**src/rtl/tcomp_pkg.sv**
```systemverilog
// Mode codes shared by the serial two's-complement stream unit
// and its per-lane datapath.
package tcomp_pkg;

    typedef enum logic [1:0] {
        MODE_PASS = 2'b00,
        MODE_NEG  = 2'b01,
        MODE_ABS  = 2'b10,
        MODE_NABS = 2'b11
    } tcomp_mode_t;

endpackage

```
**src/rtl/serial_tcomp_lane.sv**
```systemverilog
// One serial lane: captures a whole word, decides negation from
// its sign, then streams it out LSB first through a serial negator.
module serial_tcomp_lane
    import tcomp_pkg::*;
#(
    parameter int WIDTH = 32
) (
    input  logic        clk,
    input  logic        rst,
    input  logic        load,
    input  logic        shift_in,
    input  logic        shift_out,
    input  tcomp_mode_t mode,
    input  logic        in_bit,
    output logic        out_bit,
    output logic        ovf_r
);

    localparam logic [WIDTH-1:0] MIN_VAL = {1'b1, {(WIDTH-1){1'b0}}};

    logic [WIDTH-2:0] in_sr;
    logic [WIDTH-1:0] out_sr;
    logic [WIDTH-1:0] word;
    logic             sign_w;
    logic             neg_w;
    logic             neg;
    logic             seen_one;

    // The incoming bit completes the word on the load cycle.
    assign word   = {in_bit, in_sr};
    assign sign_w = word[WIDTH-1];

    always_comb begin
        neg_w = 1'b0;
        unique case (mode)
            MODE_PASS: neg_w = 1'b0;
            MODE_NEG:  neg_w = 1'b1;
            MODE_ABS:  neg_w = sign_w;
            MODE_NABS: neg_w = ~sign_w;
        endcase
    end

    always_ff @(posedge clk) begin
        if (rst) begin
            in_sr    <= '0;
            out_sr   <= '0;
            neg      <= 1'b0;
            seen_one <= 1'b0;
            ovf_r    <= 1'b0;
        end else begin
            if (shift_in) begin
                in_sr <= word[WIDTH-1:1];
            end
            if (load) begin
                out_sr   <= word;
                neg      <= neg_w;
                seen_one <= 1'b0;
                ovf_r    <= neg_w & (word == MIN_VAL);
            end else if (shift_out) begin
                out_sr   <= out_sr >> 1;
                seen_one <= seen_one | out_sr[0];
            end
        end
    end

    // Negation: pass bits up to and including the first one, invert after.
    assign out_bit = shift_out & (out_sr[0] ^ (neg & seen_one));

endmodule

```
**src/rtl/serial_tcomp_stream.sv**
```systemverilog
// Bit-serial LSB-first two's-complement unit (pass/neg/abs/nabs)
// over LANES channels sharing framing, counters and mode.
module serial_tcomp_stream
    import tcomp_pkg::*;
#(
    parameter int WIDTH = 32,
    parameter int LANES = 1
) (
    input  logic             clk,
    input  logic             rst,
    input  logic             in_valid,
    input  logic             in_sof,
    input  logic [LANES-1:0] in_bit,
    input  logic [1:0]       mode,
    output logic             out_valid,
    output logic             out_first,
    output logic             out_last,
    output logic [LANES-1:0] out_bit,
    output logic [LANES-1:0] ovf
);

    localparam int             CW   = $clog2(WIDTH);
    localparam logic [CW-1:0] LAST = CW'(WIDTH - 1);

    logic [CW-1:0] in_cnt;
    logic [CW-1:0] out_cnt;
    logic          out_active;
    tcomp_mode_t   mode_q;
    logic          first_bit;
    logic          load;
    logic [LANES-1:0] ovf_r;

    assign first_bit = in_valid & (in_sof | (in_cnt == '0));
    // A resync bit is always bit 0, so it can never complete a word.
    assign load      = in_valid & ~in_sof & (in_cnt == LAST);

    always_ff @(posedge clk) begin
        if (rst) begin
            in_cnt     <= '0;
            out_cnt    <= '0;
            out_active <= 1'b0;
            mode_q     <= MODE_PASS;
        end else begin
            if (in_valid) begin
                if (in_sof) begin
                    in_cnt <= CW'(1);
                end else if (in_cnt == LAST) begin
                    in_cnt <= '0;
                end else begin
                    in_cnt <= in_cnt + CW'(1);
                end
            end
            if (first_bit) begin
                mode_q <= tcomp_mode_t'(mode);
            end
            if (load) begin
                out_active <= 1'b1;
                out_cnt    <= '0;
            end else if (out_active) begin
                if (out_cnt == LAST) begin
                    out_active <= 1'b0;
                end else begin
                    out_cnt <= out_cnt + CW'(1);
                end
            end
        end
    end

    assign out_valid = out_active;
    assign out_first = out_active & (out_cnt == '0);
    assign out_last  = out_active & (out_cnt == LAST);
    assign ovf       = {LANES{out_last}} & ovf_r;

    for (genvar g = 0; g < LANES; g++) begin : g_lane
        serial_tcomp_lane #(
            .WIDTH(WIDTH)
        ) u_lane (
            .clk      (clk),
            .rst      (rst),
            .load     (load),
            .shift_in (in_valid),
            .shift_out(out_active),
            .mode     (mode_q),
            .in_bit   (in_bit[g]),
            .out_bit  (out_bit[g]),
            .ovf_r    (ovf_r[g])
        );
    end

endmodule

```
**config.mk**
```make
export PLATFORM = sky130hd
export DESIGN_NAME = serial_tcomp_stream
export DESIGN_NICKNAME = d
export VERILOG_FILES = /design/src/rtl/tcomp_pkg.sv /design/src/rtl/serial_tcomp_lane.sv /design/src/rtl/serial_tcomp_stream.sv
export SDC_FILE = /design/constraint.sdc
export NUM_CORES = 1
export LEC_CHECK = 0
export ABC_AREA = 1
export CORE_MARGIN = 1.5
export CORE_UTILIZATION = 60
export CTS_BUF_LIST = sky130_fd_sc_hd__clkbuf_4
export DETAILED_ROUTE_END_ITERATION = 6
export GPL_TIMING_DRIVEN = 0
export PLACE_DENSITY_LB_ADDON = 0.2
export SETUP_SLACK_MARGIN = 0.2
export SLEW_MARGIN = 10
export SYNTH_ARGS = -nofsm -noshare
export SYNTH_HDL_FRONTEND = slang
export SYNTH_SLANG_ARGS = --single-unit
```
**constraint.sdc**
```tcl
create_clock -name clk -period 4.6 [get_ports clk]
set_input_delay 0.92 -clock clk [delete_from_list [all_inputs] [get_ports clk]]
set_output_delay 0.92 -clock clk [all_outputs]
set_load 0.05 [all_outputs]
```
[After elaboration in Yosys (flattened, before gate mapping)]
Cells that the tools add are included.
Storage, ports and cells
  bits of input ports: 7
  word-level logic and storage cells: 46
  output and inout port bits: 5
  register bits after elaboration: 79
Operators by class
  reductions and logical operators: 6
  add/subtract/negate cells: 2
  equality and inequality tests: 6
  bitwise gates (word level): 15
  muxes and demuxes: 8
Operator list (number)
  32-bit two-way mux: 2
  32-bit equality test, second input constant: 1
  5-bit by 1-bit adder with 5-bit output, second input constant: 2
  5-bit equality test, second input constant: 2
  5-bit zero test: 2
  5-bit two-way mux: 2
  1-bit bitwise AND: 9
  2-bit equality test, second input constant: 2
  1-bit one-hot mux with 4 select lines: 1
  1-bit two-way mux: 3
  1-bit inverter: 3
  2-bit by 1-bit equality test with 1-bit output, second input constant: 1
  2-bit zero test: 1
  1-bit bitwise OR: 2
  2-bit AND reduction: 1
  2-bit nonzero test: 1
  2-bit OR reduction: 1
  1-bit XOR: 1

[Logic depth before layout (Yosys ltp)]
  word-level depth: 4
  mapped depth: 10
  mapped depth without buffers: 9

[Hierarchy]
Synthesis repeated with hierarchy kept, for this count alone.
Unflattened totals
  cell total of the unflattened synthesis: 438
  area total of the unflattened synthesis: 3467.1 µm²
By module, submodules not included
  serial_tcomp_lane: times used 1, cells each 335, area an instance 2752.6 µm²
  serial_tcomp_stream: times used 1, cells each 103, area an instance 714.4 µm²

[Worst setup path after synthesis]
OpenSTA, ideal clock, no wires.
  path kind: register to output
  start point: reg out_active (netlist: out_valid)
  end point: out out_first
  arrival time: 2046 ps
  path slack: 1634 ps
  cell stages (with the launch flop): 4
  path buffers: 1
  cell sequence: dfxtp_1 > buf_2 > inv_1 > nor3_1
Between the ends
  longest elaborated chain between the ends: 1
Ends and longest elaborated chain
  start, declared: line serial_tcomp_stream.sv:27  | logic out_active;
  start signal, assigned: line serial_tcomp_stream.sv:41  | out_active <= 1'b0;
  start signal, assigned: line serial_tcomp_stream.sv:57  | out_active <= 1'b1;
  start signal, assigned: line serial_tcomp_stream.sv:61  | out_active <= 1'b0;
  1-bit bitwise AND: line serial_tcomp_stream.sv:70  | assign out_first = out_active & (out_cnt == '0);
  end, declared: line serial_tcomp_stream.sv:16  | output logic out_first,
Every way passes these cells.

[Worst setup path after layout]
  start point: reg out_cnt[0]
  end point: out ovf
Between the ends
  longest elaborated chain between the ends: 3
Ends and longest elaborated chain
  start, declared: line serial_tcomp_stream.sv:26  | logic [CW-1:0] out_cnt;
  start signal, assigned: line serial_tcomp_stream.sv:63  | out_cnt <= out_cnt + CW'(1);
  5-bit equality test: line serial_tcomp_stream.sv:71  | assign out_last = out_active & (out_cnt == LAST);
  1-bit bitwise AND: line serial_tcomp_stream.sv:71
  1-bit bitwise AND: line serial_tcomp_stream.sv:72  | assign ovf = {LANES{out_last}} & ovf_r;
  end, declared: line serial_tcomp_stream.sv:19  | output logic [LANES-1:0] ovf
Every way passes these cells.

==> results.cfg <==
[place]
placed_cell_area_um2 = 3590
placement.io_buffers = 10
dp_hpwl_um = 5070
place_congestion = 0.840
placed_cells = 558

[clock_tree]
clkTransAtPathRegs_ns = 0.13
cts-buffers-inserted = 9
cts_buffer_depth = 2
cts_hold_buf = 0
post_cts_buffers = 0
cts_tree = done
h-tree-depth = 3
clock_sinks = 79
post_cts_resize_count = 0
cts-root-buf = clkbuf_4
clk_latency_ns = 0.43

[final_layout]
final_cells = 574
syn2layout_area_growth_pct = 11.0
nets = 510
final_area_um2 = 3770
n_antenna_cell = 0
final_layout_size_suffix_gt1_share_pct = 6.57

[flow_run]
drv_cap = 0

[setup_path]
crit_path_end_kind = output port
startpoint_type = flip-flop
r2r_slack_ns = 2.74
worst-path-max-fanout = 4
worst-setup-path-type = flip-flop to output port
crit_required_ns = 3.68
arrival_ns = 2.41

[detailed_routing]
vias = 3094
drt_iter0_drc = 250
wirelength_um = 7450
via_per_inst = 5.39
dr.pass1.iters = 5
drc = 0
wl_per_cell_um = 13.0
ant_nets = 0

[floorplan]
die-area_um2 = 6120
io_pins = 12
rows = 27
fp.coreArea_um2 = 5470
die_x_um = 78.2
die_y_um = 78.2
initial_utilization_pct = 62.0

[status]
status = finished, final reports clean

[power_and_ir_drop]
power_mw = 1.33
vdd_drop_max_v = 0.000210
power_density_nw_per_um2 = 352
leakagePower_nw = 1.60

[logic_synthesis]
synth_nets = 489
synth_area_per_cell_um2 = 7.13
synth_cells = 476
yosysTopAreaCell = dfxtp_1
synthTopCellsByArea = dfxtp_1 (47%), nand2_1 (15%), a21oi_1 (11%)
synth_flop_cell = dfxtp_1
ys_ff_latch = 79
async_flop_share_pct = 0
syn_area_um2 = 3400
yosysTopAreaCellShare_pct = 46.6
yosysWarnings = 0
synth_cell_types = 24
yosysMostFrequentCell = nand2_1
ys_seq_area_share_pct = 46.6
ys_top_cells_by_count = nand2_1 (132), dfxtp_1 (79), a21oi_1 (73)
synth_edf_count = 0

[worst_hold_path]
hp-class = flip-flop to flip-flop

[sta]
setup_viol = 0
whs_ns = 0.468
clock-skew-final_ns = 0.0168
tns_ns = 0
slew_viol_final = 0
final-hold-violation-count = 0
rsz0062_at_grt = no
period_share_pct = 72.5
layout_min_cycle_time_ns = 3.33
slew_headroom_pct = 58.4
worst_pin_slew_ns = 0.623
max_freq_mhz = 300

[global_routing]
grtUsageTotal_pct = 26.1
antenna_found_initial = 0
grt_max_degree = 13
grt_pass1_vias = 2813
grt_pass1_wl_um = 12600
grt_overflow = 0
-- per-layer routing --
metal / up-vias / wire length [um] / global-route usage (%)
li1: 1577 / - / -
met1: 1423 / 3420 / 33.3
met2: 76 / 3540 / 43.1
met3: 18 / 316 / 4.19
met4: 0 / 179 / 12.1
met5: - / 0 / 0
-- registers in the layout, summed over array words and instances, names as in the netlist --
signal,count
mode_q,2
out_valid,1
in_cnt,5
g_lane.u_lane.in_sr,31
g_lane.u_lane.seen_one,1
g_lane.u_lane.out_sr,32
g_lane.u_lane.neg,1
g_lane.u_lane.ovf_r,1
out_cnt,5
-- critical path, stage by stage, from the launching register on --
cell	delay, ns
dfxtp_1	0.40
ha_1	0.18
inv_1	0.05
nor3_1	0.15
ha_1	0.21
nand2_1	0.09
nor2_1	0.10
clkdlybuf4s50_1	0.80
-- where the power goes --
part	total [mW]	switching, mW	internal, mW
logic	0.0802	0.0538	0.0264
clock network	0.528	0.235	0.292
registers	0.719	0.0151	0.704
-- final cells by class --
class,count,area (um^2)
well taps,72,90.1
inverters,46,173
multi-input cells,324,1510
flip-flops and latches,79,1580
clock buffers,12,90.1
repair buffers,10,100
plain buffers,27,135
clock inverters,4,93.8
fillers,484,1700
-- kinds of logic (layout without fill, tap and decap cells) --
group	after synthesis	count (layout)	synth area share [%]
AOI/OAI and AO/OA	140	140	20.7
xor gates and xnor gates	2	2	0.516
adders and majority gates	6	6	2.21
buffers and inverters	73	99	9.06
DFF	79	79	46.6
muxes	1	1	0.295
and+or+nand+nor	175	175	20.6
-- metrics by stage --
step	utilization, %	setup slack, ns
3_3_place_gp	65.5	1.80
3_5_place_dp	65.5	1.74
5_1_grt	68.9	1.11
6_report	68.9	1.27
2_1_floorplan	-	1.63
4_1_cts	68.9	1.25
-- worst paths after layout --
kind                          startpoint                           to  cells past startpoint
min          g_lane[0].u_lane.out_sr[17]  g_lane[0].u_lane.out_sr[17]                      2
max                           out_cnt[0]                          ovf                      7
max reg2reg                    in_cnt[0]  g_lane[0].u_lane.out_sr[19]                      8
min reg2reg  g_lane[0].u_lane.out_sr[17]  g_lane[0].u_lane.out_sr[17]                      2
-- cells in the final DEF, fill, tap and decap left out --
master	netlist	routed
nor2_4	1	1
nor3_1	2	2
clkinv_1	0	1
nor2_2	1	1
a211oi_1	1	1
dfxtp_1	79	79
nand4_1	2	2
buf_2	7	7
bufinv_16	0	3
ha_1	6	6
inv_2	2	2
nand2_4	1	1
nor2_1	23	23
o22ai_1	1	1
clkbuf_2	2	2
buf_6	3	3
xor2_1	2	2
clkbuf_1	15	15
nand2_2	1	1
nand2_1	132	132
clkdlybuf4s50_1	0	10
o21ai_1	29	29
mux2i_1	1	1
o21ai_0	36	36
inv_1	44	44
clkbuf_4	0	12
nand3_1	12	12
a21oi_1	73	73
(Power assumes the default switching activity.)
